`src/rtl/sram_rd_pkg.sv`:
```
// Shared defaults and FSM state encoding for the SRAM burst read master.
package sram_rd_pkg;

  localparam int unsigned DEF_ADDR_W = 20;
  localparam int unsigned DEF_DATA_W = 16;

  typedef enum logic [1:0] {
    IDLE  = 2'd0,
    ISSUE = 2'd1,
    DRAIN = 2'd2
  } state_t;

endpackage

```
`src/rtl/sram_rd_fifo.sv`:
```
// First-word fall-through return buffer; extra pointer bit separates full from empty.
module sram_rd_fifo
  import sram_rd_pkg::*;
#(
  parameter int unsigned DATA_W     = DEF_DATA_W,
  parameter int unsigned FIFO_DEPTH = 8
) (
  input  logic              clk,
  input  logic              reset,
  input  logic              push,
  input  logic [DATA_W-1:0] push_data,
  input  logic              pop,
  output logic [DATA_W-1:0] head_c,
  output logic              valid,
  output logic              full_c
);

  localparam int unsigned AW = $clog2(FIFO_DEPTH);
  localparam int unsigned PW = AW + 1;

  logic [DATA_W-1:0] mem [FIFO_DEPTH];
  logic [PW-1:0]     wptr, rptr, wptr_nx, rptr_nx;
  logic              do_push, do_pop;

  // A push into a full buffer is only taken when a pop frees the slot in the same cycle
  always_comb begin
    full_c  = (wptr[AW] != rptr[AW]) && (wptr[AW-1:0] == rptr[AW-1:0]);
    do_pop  = pop && valid;
    do_push = push && (!full_c || do_pop);
    wptr_nx = wptr + PW'(do_push);
    rptr_nx = rptr + PW'(do_pop);
    head_c  = mem[rptr[AW-1:0]];
  end

  always_ff @(posedge clk or posedge reset) begin
    if (reset) begin
      wptr  <= '0;
      rptr  <= '0;
      valid <= 1'b0;
      for (int i = 0; i < FIFO_DEPTH; i++) mem[i] <= '0;
    end else begin
      wptr  <= wptr_nx;
      rptr  <= rptr_nx;
      valid <= (wptr_nx != rptr_nx);
      if (do_push) mem[wptr[AW-1:0]] <= push_data;
    end
  end

endmodule

```
`src/rtl/sram_burst_reader.sv`:
```
// Avalon-MM burst read master: pipelined single-word reads, credit-limited,
// returned on a valid/ready stream through a small FWFT buffer.
module sram_burst_reader
  import sram_rd_pkg::*;
#(
  parameter int unsigned ADDR_W     = DEF_ADDR_W,
  parameter int unsigned DATA_W     = DEF_DATA_W,
  parameter int unsigned LEN_W      = 20,
  parameter int unsigned FIFO_DEPTH = 8
) (
  input  logic              clk,
  input  logic              reset,
  input  logic              start,
  input  logic [ADDR_W-1:0] base_addr,
  input  logic [LEN_W-1:0]  length,
  output logic              busy,
  output logic              done,
  output logic [ADDR_W-1:0] avm_address,
  output logic [1:0]        avm_byteenable,
  output logic              avm_read,
  output logic              avm_write,
  output logic [DATA_W-1:0] avm_writedata,
  input  logic [DATA_W-1:0] avm_readdata,
  input  logic              avm_readdatavalid,
  output logic [DATA_W-1:0] out_data,
  output logic              out_valid,
  input  logic              out_ready,
  output logic              overflow
);

  localparam int unsigned CRED_W = $clog2(FIFO_DEPTH) + 1;

  state_t            state, state_nx;
  logic [ADDR_W-1:0] base_q, base_nx, addr_nx;
  logic [LEN_W-1:0]  len_q, len_nx, issued, issued_nx, popped, popped_nx;
  logic [CRED_W-1:0] credits, credits_nx;
  logic              start_ok, hs, push, full_c;
  logic              rd_nx, done_nx, busy_nx, overflow_nx;

  assign avm_byteenable = 2'b11;
  assign avm_write      = 1'b0;
  assign avm_writedata  = '0;

  sram_rd_fifo #(
    .DATA_W     (DATA_W),
    .FIFO_DEPTH (FIFO_DEPTH)
  ) u_fifo (
    .clk       (clk),
    .reset     (reset),
    .push      (push),
    .push_data (avm_readdata),
    .pop       (out_ready),
    .head_c    (out_data),
    .valid     (out_valid),
    .full_c    (full_c)
  );

  // Next-state and registered-output decode; avm_read reflects the read issued this cycle
  always_comb begin
    state_nx    = state;
    base_nx     = base_q;
    len_nx      = len_q;
    done_nx     = 1'b0;
    hs          = out_valid && out_ready;
    start_ok    = (state == IDLE) && start && !busy;
    issued_nx   = issued + LEN_W'(avm_read);
    popped_nx   = popped + LEN_W'(hs);
    push        = avm_readdatavalid && (state != IDLE);
    overflow_nx = overflow || (avm_readdatavalid && full_c && !hs);

    case (state)
      IDLE: begin
        if (start_ok) begin
          if (length == '0) begin
            done_nx = 1'b1;
          end else begin
            state_nx  = ISSUE;
            base_nx   = base_addr;
            len_nx    = length;
            issued_nx = '0;
            popped_nx = '0;
          end
        end
      end
      ISSUE: if (issued_nx == len_q) state_nx = DRAIN;
      DRAIN: begin
        if (hs && (popped_nx == len_q)) begin
          state_nx = IDLE;
          done_nx  = 1'b1;
        end
      end
      default: state_nx = IDLE;
    endcase

    // Credits bound in-flight reads plus buffered words to the buffer depth
    case ({avm_read, hs})
      2'b10:   credits_nx = credits - CRED_W'(1);
      2'b01:   credits_nx = credits + CRED_W'(1);
      default: credits_nx = credits;
    endcase

    rd_nx   = (state_nx == ISSUE) && (credits_nx != '0) && (issued_nx < len_nx);
    addr_nx = rd_nx ? (base_nx + ADDR_W'(issued_nx)) : avm_address;
    busy_nx = (state_nx != IDLE) || done_nx;
  end

  always_ff @(posedge clk or posedge reset) begin
    if (reset) begin
      state       <= IDLE;
      base_q      <= '0;
      len_q       <= '0;
      issued      <= '0;
      popped      <= '0;
      credits     <= CRED_W'(FIFO_DEPTH);
      avm_read    <= 1'b0;
      avm_address <= '0;
      busy        <= 1'b0;
      done        <= 1'b0;
      overflow    <= 1'b0;
    end else begin
      state       <= state_nx;
      base_q      <= base_nx;
      len_q       <= len_nx;
      issued      <= issued_nx;
      popped      <= popped_nx;
      credits     <= credits_nx;
      avm_read    <= rd_nx;
      avm_address <= addr_nx;
      busy        <= busy_nx;
      done        <= done_nx;
      overflow    <= overflow_nx;
    end
  end

endmodule

```
`config.mk`:
```
export PLATFORM = sky130hd
export DESIGN_NAME = sram_burst_reader
export DESIGN_NICKNAME = d
export VERILOG_FILES = /design/src/rtl/sram_rd_pkg.sv /design/src/rtl/sram_rd_fifo.sv /design/src/rtl/sram_burst_reader.sv
export SDC_FILE = /design/constraint.sdc
export NUM_CORES = 1
export LEC_CHECK = 0
export ABC_AREA = 0
export ABC_CLOCK_PERIOD_IN_PS = 8500
export BUFFER_PORTS_ARGS = -buffer_cell sky130_fd_sc_hd__buf_4
export CAP_MARGIN = 0
export CORE_MARGIN = 5
export CORE_UTILIZATION = 41
export CTS_CLUSTER_DIAMETER = 50
export CTS_CLUSTER_SIZE = 40
export DETAILED_ROUTE_END_ITERATION = 16
export PLACE_DENSITY = 0.63
export SKIP_LAST_GASP = 1
export SLEW_MARGIN = 20
export SYNTH_ARGS = -nofsm -noshare
export SYNTH_HDL_FRONTEND = slang
export SYNTH_SLANG_ARGS = --single-unit
export TNS_END_PERCENT = 5
```
`constraint.sdc`:
```
create_clock -name clk -period 8.5 [get_ports clk]
set_input_delay 0 -clock clk [delete_from_list [all_inputs] [get_ports clk]]
set_output_delay 0 -clock clk [all_outputs]
set_load 0.02 [all_outputs]
```
==> key figures <==
Outcome
  • Outcome: finished clean

Clocking
  • Root Buffer: clkbuf_16
  • Hold Buf Count CTS: about 60
  • Clock transition at path regs: roughly 0.060 ns
  • Post-cts resize count: 0
  • Post-CTS Setup Bufs: 0
  • Cts bufs inserted: 35
  • Clock Sink Count: approximately 250
  • CTS tree: built
  • H-Tree Level Count: 2
  • Clk buf depth: 3
  • Clk_lat worst skew: ~0.52 ns

Floorplanning
  • Die Y: 189.5 um
  • Row count: between 60 and 70
  • Die width: approximately 190 um
  • I/O Pins: ~120
  • Initial Util: 0.4163
  • Core area: roughly 32000 um2
  • Die ar.: about 36000 um2

Placed design
  • DP Cell Count: about 1.6k
  • HPWL Detailed: between 20000 and 25000 um
  • Port-buffer cells: slightly above 100
  • Post-place setup slack: about 3.8 ns
  • GPL Wtd Cong: about 0.86

Drt
  • Routed wire length: 31390 um
  • ANT nets after route: 0
  • DR pass1 iterations: 5
  • Drt first-iter violations: 583
  • DR top layer: met4
  • Post-Route M1 WL: 15230 um
  • WL met2: approximately 14000 um
  • Via count: 8954
  • DR vias/cell: approximately 5.3
  • Met3 Wirelength: around 1200 um
  • # DRC: 0
  • Wire per inst: ~18 um

Final layout
  • Final nets: between 1k and 1.5k
  • Commonest cells after routing, fill and taps aside: 245 x dfrtp_1, 145 x mux2_2, 113 x buf_4
  • Number of diodes: 0
  • Reg area: about 6000 um2
  • Commonest non-fill, non-tap cell in the layout: dfrtp_1
  • Util after Layout: 0.5134
  • Area occupied by multi-input gates: 6639 um2
  • Share of post-route cells with drive strength above 1: 0.3054
  • Syn-to-layout area delta: 23.31%
  • Non-filler cells, final: between 1.5k and 2k
  • Fill count: approximately 2.8k

GRT
  • GRT Util Overall: 0.1752
  • Vias in the first global route: 9183
  • Gr ovfl total: 0
  • Pin count of the biggest net entering global routing: 85
  • Global-route wire length before repair: roughly 51000 um
  • Initial antenna violation count: 0

Pwr
  • Leak: between 7 and 8 nW
  • Worst VDD drop: roughly 0.31 mV
  • Clk pwr share: 0.249
  • Sw power: roughly 2.3 mW
  • Power Internal: roughly 4.3 mW
  • PD cells: 409.6 nW/um2
  • Comb pwr share: 0.441
  • Sw frac: 0.3489
  • Share of power burned in registers: 0.311

Synth
  • Synth top area share: 0.4662
  • Synth Cell Area: roughly 13000 um2
  • Yosys reg bits: roughly 250
  • Post-synth top flop: dfrtp_1
  • Largest area contributor in the netlist: dfrtp_1
  • Cells after Synth: 1107
  • Syn avg cell area: 11.93 um2
  • Post-synth EDFFs: 0
  • Sequential area share after synthesis: 0.4682
  • Largest cells by area after synthesis: dfrtp_1 47%, mux2_2 12%, mux4_2 5.5%
  • Synth warn: 0
  • Synth cell types: 71
  • Async set or reset register ratio after synthesis: 1.000

Setup path
  • Setup CP Type: reg2reg
  • Reg2Reg Depth: 13
  • Required time at the worst-slack endpoint: 8.89 ns
  • Crit path DAT: a little over 5 ns
  • Max Fanout on Critical Path: between 40 and 50
  • R2R Path Start: state[0]$_DFF_PP0_
  • CP Capture Type: flip-flop
  • Internal reg-to-reg setup slack: approximately 3.8 ns
  • Reg2reg end: avm_address[19]$_DFFE_PP0P_
  • Type of origin of the critical path: flip-flop

Timing
  • Fin Setup TNS: 0 ns
  • Slew at the pin with the worst max-slew slack: 1.043 ns
  • Max transition margin: 0.3027
  • Final Hold Violating Endpoints: 0
  • Final hold slack: 0.09315 ns
  • Unrepaired setup endpoints after global routing: no
  • Fin. max-slew vios: 0
  • Setup ws final: around 3.8 ns
  • Max Fclk: 211.3 MHz
  • Final worst path period need: 4.734 ns
  • Clock skew: ~0.032 ns
  • Tcrit/Tclk final: 0.5569
  • # setup viols final: 0

Min path
  • Worst min-delay path class: in2async

Flow run
  • Max Cap Viol: 0
[how the worst max path moves through the flow]
stage / from / to
CTS: state[0]$_DFF_PP0_ / avm_address[19]$_DFFE_PP0P_
finish: state[0]$_DFF_PP0_ / avm_address[19]$_DFFE_PP0P_
floorplan: reset / avm_address[0]$_DFFE_PP0P_
detailed placement: state[0]$_DFF_PP0_ / avm_address[19]$_DFFE_PP0P_
global route: state[0]$_DFF_PP0_ / avm_address[17]$_DFFE_PP0P_
global placement: state[0]$_DFF_PP0_ / avm_address[19]$_DFFE_PP0P_
[metrics by stage]
stage                     cell area (um2)  total power [mW]
after CTS                           16280             6.718
after floorplan                     13270             4.214
after global placement              14340             4.934
after detailed placement            14340             4.993
final                               16280             6.670
after global routing                16280             7.080
[area by class of cell]
| type | instances | share of cell area |
|---|---|---|
| Sequential cell | 247 | 0.3797 |
| Tap cell | 402 | 0.03089 |
| Multi-Input combinational cell | 777 | 0.4077 |
| Clock inverter | 23 | 0.02436 |
| Timing Repair Buffer | 174 | 0.08975 |
| Clock buffer | 41 | 0.05832 |
| Inverter | 38 | 0.009221 |
[routing by layer]
| layer | track usage | vias up |
|---|---|---|
| met5 | 0 | - |
| met4 | 0.05147 | 0 |
| met3 | 0.03005 | 53 |
| met2 | 0.2668 | 177 |
| met1 | 0.2581 | 4489 |
| li1 | - | 4235 |
[logic make-up after synthesis]
kind of cell	synth area share
AOI/OAI and AO/OA	0.04832
xor gates and xnor gates	0.07201
DFF	0.4682
and+or+nand+nor	0.1120
muxes	0.2108
other	0.0005687
adders and majority gates	0.05268
buffers and inverters	0.03544
[registers in the layout, indices dropped and copies added, names as in the netlist]
name / count
busy: 1
u_fifo.mem: 128
u_fifo.rptr: 4
overflow: 1
state: 2
avm_read: 1
credits: 4
done: 1
avm_address: 20
base_q: 20
popped: 20
u_fifo.wptr: 4
u_fifo.valid: 1
issued: 20
len_q: 20
[cells in the mapped netlist (all sizes together), types with 10 or more instances]
cell,count
nand3,25
nor2,74
nor4,12
clkbuf,31
nand2b,12
nand2,107
inv,38
mux2,163
nand4,12
a21o,10
nor3,14
dfrtp,246
buf,31
o21ai,15
xor2,41
xnor2,65
a21oi,23
mux4,32
mux2i,16
ha,50
[power groups by stage]
stage | logic (mW) | clock network [mW] | registers (mW)
floorplan | 2.19 | 0 | 2.02
global placement | 2.87 | 0 | 2.06
detailed placement | 2.91 | 0 | 2.08
CTS | 2.96 | 1.69 | 2.07
global route | 3.20 | 1.74 | 2.14
finish | 2.94 | 1.66 | 2.07
[critical path, stage by stage, from the launching register on]
cell	delay, ns
dfrtp_1	0.47
nor3_2	0.56
nor2b_4	0.55
buf_4	0.50
nor2_1	0.18
ha_1	0.40
o2111ai_1	0.21
a31oi_1	0.42
a2111oi_0	0.18
nor3_1	0.37
nand4_1	0.18
a41oi_1	0.22
xnor2_1	0.09
mux2_2	0.26
Power figures use the tool's default switching activity.
